$ cat config.mk
export PLATFORM = sky130hd
export DESIGN_NAME = banco_registros_param_flat
export DESIGN_NICKNAME = d
export VERILOG_FILES = /design/src/rtl/bdr_pkg.sv /design/src/rtl/bdr_if.sv /design/src/rtl/bdr_byte_merge.sv /design/src/rtl/banco_registros_param.sv /design/src/flat_wrapper.sv
export SDC_FILE = /design/constraint.sdc
export NUM_CORES = 2
export LEC_CHECK = 0
export ABC_CLOCK_PERIOD_IN_PS = 43500
export CAP_MARGIN = 20
export CORE_ASPECT_RATIO = 1.75
export CORE_MARGIN = 1.5
export CORE_UTILIZATION = 63
export DETAILED_ROUTE_END_ITERATION = 12
export PLACE_DENSITY = 0.81
export SKIP_CTS_REPAIR_TIMING = 1
export SYNTH_ARGS = -nofsm -noshare
export SYNTH_HDL_FRONTEND = slang
export SYNTH_SLANG_ARGS = --single-unit
$ cat constraint.sdc
create_clock -name clk -period 43.5 [get_ports clk]
set_input_delay 4.35 -clock clk [delete_from_list [all_inputs] [get_ports clk]]
set_output_delay 4.35 -clock clk [all_outputs]
set_load 0.005 [all_outputs]
$ cat src/rtl/bdr_pkg.sv
// Shared constants for the parametrised register bank: default geometry and the
// address that reads as zero.
package bdr_pkg;
   localparam int DEF_DATA_W = 32;
   localparam int DEF_ADDR_W = 5;
   localparam int BYTES      = DEF_DATA_W / 8;
   localparam int ZERO_ADDR  = 0;
endpackage

$ cat src/rtl/bdr_if.sv
// Decode/writeback bus of the register bank: two read addresses and data,
// two retire lanes with byte enables, and the same-register write flag.
interface bdr_if
   import bdr_pkg::*;
#(
   parameter int DATA_W = DEF_DATA_W,
   parameter int ADDR_W = DEF_ADDR_W
);
   logic [ADDR_W-1:0]   RR1;
   logic [ADDR_W-1:0]   RR2;
   logic [ADDR_W-1:0]   WriteRg0;
   logic [DATA_W-1:0]   WriteData0;
   logic                RegWrite0;
   logic [DATA_W/8-1:0] ByteEn0;
   logic [ADDR_W-1:0]   WriteRg1;
   logic [DATA_W-1:0]   WriteData1;
   logic                RegWrite1;
   logic [DATA_W/8-1:0] ByteEn1;
   logic [DATA_W-1:0]   RD1;
   logic [DATA_W-1:0]   RD2;
   logic                WrConflict;

   modport master (
      output RR1, RR2,
      output WriteRg0, WriteData0, RegWrite0, ByteEn0,
      output WriteRg1, WriteData1, RegWrite1, ByteEn1,
      input  RD1, RD2, WrConflict
   );

   modport slave (
      input  RR1, RR2,
      input  WriteRg0, WriteData0, RegWrite0, ByteEn0,
      input  WriteRg1, WriteData1, RegWrite1, ByteEn1,
      output RD1, RD2, WrConflict
   );
endinterface

$ cat src/rtl/bdr_byte_merge.sv
// Byte-wise merge of two write lanes over an old word; lane 1 wins on bytes
// both lanes enable. Shared by the storage rows and the read bypass.
module bdr_byte_merge
   import bdr_pkg::*;
#(
   parameter int NBYTES = BYTES
) (
   input  logic [NBYTES*8-1:0] old_word,
   input  logic [NBYTES*8-1:0] data0,
   input  logic [NBYTES-1:0]   be0,
   input  logic                hit0,
   input  logic [NBYTES*8-1:0] data1,
   input  logic [NBYTES-1:0]   be1,
   input  logic                hit1,
   output logic [NBYTES*8-1:0] merged
);
   always_comb begin
      merged = old_word;
      for (int i = 0; i < NBYTES; i++) begin
         if (hit0 && be0[i]) merged[8*i +: 8] = data0[8*i +: 8];
         if (hit1 && be1[i]) merged[8*i +: 8] = data1[8*i +: 8];
      end
   end
endmodule

$ cat src/rtl/banco_registros_param.sv
// Two-read / two-write register bank with per-byte enables, write-first bypass,
// optional hardwired-zero register 0 and optional registered read ports.
module banco_registros_param
   import bdr_pkg::*;
#(
   parameter int DATA_W   = DEF_DATA_W,
   parameter int ADDR_W   = DEF_ADDR_W,
   parameter int READ_LAT = 0,
   parameter int ZERO_R0  = 1
) (
   input logic clk,
   input logic rst,
   bdr_if.slave bus
);
   localparam int DEPTH = 2 ** ADDR_W;
   localparam int NB    = DATA_W / 8;

   logic [DATA_W-1:0] regs     [0:DEPTH-1];
   logic [DATA_W-1:0] row_next [0:DEPTH-1];
   logic              wr0_en, wr1_en, conflict_p0;
   logic              zero0, zero1;
   logic [DATA_W-1:0] rd1_p0, rd2_p0, rd1_p1, rd2_p1;
   logic              conflict_p1;

   // A lane only writes when some byte is enabled and the target is not the zero register.
   assign zero0       = (ZERO_R0 != 0) && (bus.WriteRg0 == ADDR_W'(ZERO_ADDR));
   assign zero1       = (ZERO_R0 != 0) && (bus.WriteRg1 == ADDR_W'(ZERO_ADDR));
   assign wr0_en      = bus.RegWrite0 && (|bus.ByteEn0) && !zero0;
   assign wr1_en      = bus.RegWrite1 && (|bus.ByteEn1) && !zero1;
   assign conflict_p0 = wr0_en && wr1_en && (bus.WriteRg0 == bus.WriteRg1);

   for (genvar r = 0; r < DEPTH; r++) begin : g_row
      bdr_byte_merge #(.NBYTES(NB)) u_merge (
         .old_word (regs[r]),
         .data0    (bus.WriteData0),
         .be0      (bus.ByteEn0),
         .hit0     (wr0_en && (bus.WriteRg0 == ADDR_W'(r))),
         .data1    (bus.WriteData1),
         .be1      (bus.ByteEn1),
         .hit1     (wr1_en && (bus.WriteRg1 == ADDR_W'(r))),
         .merged   (row_next[r])
      );
   end

   // Stage p0: write-first bypass on each read port.
   bdr_byte_merge #(.NBYTES(NB)) u_byp1 (
      .old_word (regs[bus.RR1]),
      .data0    (bus.WriteData0),
      .be0      (bus.ByteEn0),
      .hit0     (wr0_en && (bus.WriteRg0 == bus.RR1)),
      .data1    (bus.WriteData1),
      .be1      (bus.ByteEn1),
      .hit1     (wr1_en && (bus.WriteRg1 == bus.RR1)),
      .merged   (rd1_p0)
   );

   bdr_byte_merge #(.NBYTES(NB)) u_byp2 (
      .old_word (regs[bus.RR2]),
      .data0    (bus.WriteData0),
      .be0      (bus.ByteEn0),
      .hit0     (wr0_en && (bus.WriteRg0 == bus.RR2)),
      .data1    (bus.WriteData1),
      .be1      (bus.ByteEn1),
      .hit1     (wr1_en && (bus.WriteRg1 == bus.RR2)),
      .merged   (rd2_p0)
   );

   // Stage p1: storage, registered read data and conflict flag.
   always_ff @(posedge clk or posedge rst) begin
      if (rst) begin
         for (int i = 0; i < DEPTH; i++) regs[i] <= '0;
         rd1_p1      <= '0;
         rd2_p1      <= '0;
         conflict_p1 <= 1'b0;
      end else begin
         for (int i = 0; i < DEPTH; i++) regs[i] <= row_next[i];
         rd1_p1      <= rd1_p0;
         rd2_p1      <= rd2_p0;
         conflict_p1 <= conflict_p0;
      end
   end

   assign bus.RD1        = (READ_LAT != 0) ? rd1_p1 : rd1_p0;
   assign bus.RD2        = (READ_LAT != 0) ? rd2_p1 : rd2_p0;
   assign bus.WrConflict = conflict_p1;
endmodule

$ cat src/flat_wrapper.sv
// flat-port wrapper written by rule: the top's interface ports become plain ports
module banco_registros_param_flat import bdr_pkg::*;
#(
   parameter int DATA_W   = DEF_DATA_W,
   parameter int ADDR_W   = DEF_ADDR_W,
   parameter int READ_LAT = 0,
   parameter int ZERO_R0  = 1
)
  (clk, rst, bus_RR1, bus_RR2, bus_WriteRg0, bus_WriteData0, bus_RegWrite0, bus_ByteEn0, bus_WriteRg1, bus_WriteData1, bus_RegWrite1, bus_ByteEn1, bus_RD1, bus_RD2, bus_WrConflict);
  bdr_if #(.DATA_W(DATA_W), .ADDR_W(ADDR_W)) bus_i ();
  input logic clk;
  input logic rst;
  input wire logic [$bits(bus_i.RR1)-1:0] bus_RR1;
  input wire logic [$bits(bus_i.RR2)-1:0] bus_RR2;
  input wire logic [$bits(bus_i.WriteRg0)-1:0] bus_WriteRg0;
  input wire logic [$bits(bus_i.WriteData0)-1:0] bus_WriteData0;
  input wire logic [$bits(bus_i.RegWrite0)-1:0] bus_RegWrite0;
  input wire logic [$bits(bus_i.ByteEn0)-1:0] bus_ByteEn0;
  input wire logic [$bits(bus_i.WriteRg1)-1:0] bus_WriteRg1;
  input wire logic [$bits(bus_i.WriteData1)-1:0] bus_WriteData1;
  input wire logic [$bits(bus_i.RegWrite1)-1:0] bus_RegWrite1;
  input wire logic [$bits(bus_i.ByteEn1)-1:0] bus_ByteEn1;
  output wire logic [$bits(bus_i.RD1)-1:0] bus_RD1;
  output wire logic [$bits(bus_i.RD2)-1:0] bus_RD2;
  output wire logic [$bits(bus_i.WrConflict)-1:0] bus_WrConflict;
  assign bus_i.RR1 = bus_RR1;
  assign bus_i.RR2 = bus_RR2;
  assign bus_i.WriteRg0 = bus_WriteRg0;
  assign bus_i.WriteData0 = bus_WriteData0;
  assign bus_i.RegWrite0 = bus_RegWrite0;
  assign bus_i.ByteEn0 = bus_ByteEn0;
  assign bus_i.WriteRg1 = bus_WriteRg1;
  assign bus_i.WriteData1 = bus_WriteData1;
  assign bus_i.RegWrite1 = bus_RegWrite1;
  assign bus_i.ByteEn1 = bus_ByteEn1;
  assign bus_RD1 = bus_i.RD1;
  assign bus_RD2 = bus_i.RD2;
  assign bus_WrConflict = bus_i.WrConflict;
  banco_registros_param #(.DATA_W(DATA_W), .ADDR_W(ADDR_W), .READ_LAT(READ_LAT), .ZERO_R0(ZERO_R0)) u_core (.clk(clk), .rst(rst), .bus(bus_i));
endmodule
==> results_dict.tcl <==
set metrics [dict create \
    status "finished clean" \
    syn_area_sq_um 64900 \
    rsz0062_at_grt "no" \
    clk-insertion-delay-late_ns 0.76 \
    cts_buffers 97 \
    die_h_um 428 \
    place_area_sq_um 67100 \
    drt-initial-drc-count 8825 \
    drive_above_1_share_pct 14.9 \
    fin_util_pct 69.3 \
    setup_tns_ns 0 \
    drv_slew 0 \
    synth-edff-count 0 \
    max_slew_margin_pct 15.3 \
    coreArea_sq_um 102000 \
    clock-root-buffer "clkbuf_16" \
    async_flop_share_pct 100 \
    ctsLongestPathBuffers 3 \
    reg2reg_slack_ns 42.61 \
    endpoint_kind "primary output" \
    grt_max_degree 184 \
    antenna_found_initial 10 \
    yosysWarningCount 0 \
    wl_mm 248 \
    drcViolationCount 0 \
    cp-endpoint "bus_RD2[12]" \
    critPathKind "in2out" \
    postRouteAntennaNets 0 \
    syn_to_final_growth_pct 9.00 \
    row_count 155 \
    grt.total_usage_pct 47.8 \
    start_kind "primary input" \
    portBuffers 160 \
    clock_sinks 1025 \
    met1_usage_pct 55.5 \
    fin_crit_sh_pct 31.4 \
    num_vias 56821 \
    viasPerCell 7.57 \
    final_cell_mix "1104 x mux2i_1, 1025 x dfrtp_1, 875 x nor2_1" \
    io_pins 161 \
    whs_ns 0.397 \
    ff2ff_path_depth 2 \
    tritoncts "yes" \
    syn-instance-count 6310 \
    p_leak_uw 0.0338 \
    worstReg2RegEnd "u_core.regs[370]$_DFFE_PP0P_" \
    r2r-start "u_core.regs[370]$_DFFE_PP0P_" \
    use_met2_pct 72.9 \
    tightest_slew_ns 1.27 \
    dieArea_sq_um 105000 \
    synth_sequential_area_ratio_pct 39.5 \
    grt_pass1_wl_mm 365 \
    skew_ns 0 \
    synth_nets 6406 \
    num-fill-cells 7601 \
    synth_ff_type "dfrtp_1" \
    crit_fanout 83 \
    syn_avg_cell_area_sq_um 10.3 \
    final_common_cell "mux2i_1" \
    grt_remaining_overflow 0 \
    nets 6175 \
    power_density_nw_per_um2 44.5 \
    hold_path.class "reg2reg" \
    synth.distinct_cells 53 \
    required_ns 39.15 \
    hpwl_mm 161 \
    htreeDepth 3 \
    busiest_layer "met2" \
    finalSetupViolations 0 \
    vdd_ir_drop_max_uv 38.3 \
    start_util_pct 63.6 \
    fmax_ghz 0.0732 \
    cap_viol_max_count 0 \
    grt_pass1_vias 54569 \
    arrival_ns 9.30 \
    fp.dieW_um 246 \
    final_area_sq_um 70700 \
    cp-startpoint "bus_RR2[0]" \
    period_needed_ns 13.65 \
    finalWeightedCongestion 1.03 \
    routedWlPerCell_um 33.1 \
    gr-usage-met3_pct 15.1 \
    ys_ff_latch 1025 \
    hold_viol 0 \
    drt_first_pass_iters 7 \
    clkTransAtPathRegs_ns 0.06 \
]
## worst max-delay path, cell delays in order
cell,delay [ns]
buf_8,0.54
buf_12,0.55
buf_4,0.82
buf_4,0.87
mux4_2,0.62
o22ai_1,0.51
nor2_1,0.09
nand3_1,0.12
a31oi_1,0.16
clkdlybuf4s50_1,0.52
## power breakdown
group	internal, uW	switching, uW	total, uW
clock network	517	403	920
logic	426	404	830
registers	1190	209	1400
## kinds of logic (layout without fill, tap and decap cells)
logic type                count (synthesis)  in the layout  synth area share (%)
AOI/OAI and AO/OA                      1329           1329                  11.4
other                                     0              8                     0
xor gates and xnor gates                 25             25                 0.337
buffers and inverters                   688            538                  4.27
muxes                                  1588           1588                  33.8
and+or+nand+nor                        1655           1655                  10.7
DFF                                    1025           1025                  39.5
## layout make-up
class / instances / area [sq um] / area share [%]
inverter: 6 / 30.0 / 0.0425
clock buffer: 147 / 2920 / 4.13
sequential: 1025 / 25600 / 36.3
multi-input combinational: 4597 / 36800 / 52.1
clock inverter: 33 / 417 / 0.589
tap: 1334 / 1670 / 2.36
antenna: 8 / 20.0 / 0.0283
timing repair buffer: 352 / 3200 / 4.53
## sequential cells by signal, summed over array words and instances (netlist names)
name / flops
u_core.bus.WrConflict: 1
u_core.regs: 1024
## routing by layer
metal  vias up  share of wire (%)
met4        10                 10
met2      5032                 45
met1     27598                 31
li1      22659                  -
met3      1522                 13
met5         -              0.030
## metrics by stage
stage	total power, uW	cells	setup WS (ns)
floorplan	1920	6310	10.31
global placement	2150	7284	29.84
detailed placement	2200	7290	29.77
CTS	3100	7470	29.76
global route	3240	7495	29.49
finish	3150	7502	29.85
## synthesized netlist by cell type (5+ instances only)
| cell type | n | share of area (%) |
|---|---|---|
| buf_1 | 96 | 0.56 |
| o21ai_1 | 49 | 0.38 |
| or3b_2 | 5 | 0.067 |
| mux2i_1 | 1104 | 17 |
| a21oi_1 | 747 | 5.8 |
| mux4_2 | 484 | 17 |
| nor4_1 | 35 | 0.34 |
| and3_1 | 16 | 0.15 |
| nor2_1 | 876 | 5.1 |
| nor3_1 | 13 | 0.10 |
| nand2_2 | 12 | 0.12 |
| xor2_1 | 8 | 0.11 |
| o221ai_1 | 28 | 0.38 |
| and2_1 | 5 | 0.048 |
| clkbuf_1 | 460 | 2.7 |
| inv_1 | 6 | 0.035 |
| nand2b_1 | 16 | 0.15 |
| nor2b_1 | 9 | 0.087 |
| a211oi_1 | 40 | 0.46 |
| dfrtp_1 | 1025 | 40 |
| buf_4 | 11 | 0.13 |
| or4_1 | 12 | 0.14 |
| a22o_1 | 28 | 0.38 |
| a211o_1 | 24 | 0.32 |
| nand3_1 | 130 | 1.0 |
| buf_2 | 112 | 0.86 |
| a31oi_1 | 64 | 0.62 |
| o22ai_1 | 144 | 1.4 |
| nand4_1 | 9 | 0.087 |
| o21ai_0 | 196 | 1.5 |
| xnor2_1 | 17 | 0.23 |
| nand2_1 | 483 | 2.8 |
## how the worst min path moves through the flow
| stage | cells past startpoint | startpoint | end |
|---|---|---|---|
| after floorplan | 1 | u_core.regs[1000]$_DFFE_PP0P_ | u_core.regs[1000]$_DFFE_PP0P_ |
| after global placement | 0 | u_core.regs[1010]$_DFFE_PP0P_ | u_core.regs[1010]$_DFFE_PP0P_ |
| after detailed placement | 0 | u_core.regs[1021]$_DFFE_PP0P_ | u_core.regs[1021]$_DFFE_PP0P_ |
| after CTS | 0 | u_core.regs[1000]$_DFFE_PP0P_ | u_core.regs[1000]$_DFFE_PP0P_ |
| after global routing | 0 | u_core.regs[1016]$_DFFE_PP0P_ | u_core.regs[1016]$_DFFE_PP0P_ |
| final | 0 | u_core.regs[1010]$_DFFE_PP0P_ | u_core.regs[1010]$_DFFE_PP0P_ |
Note: power is estimated with default switching activity, not from simulation.
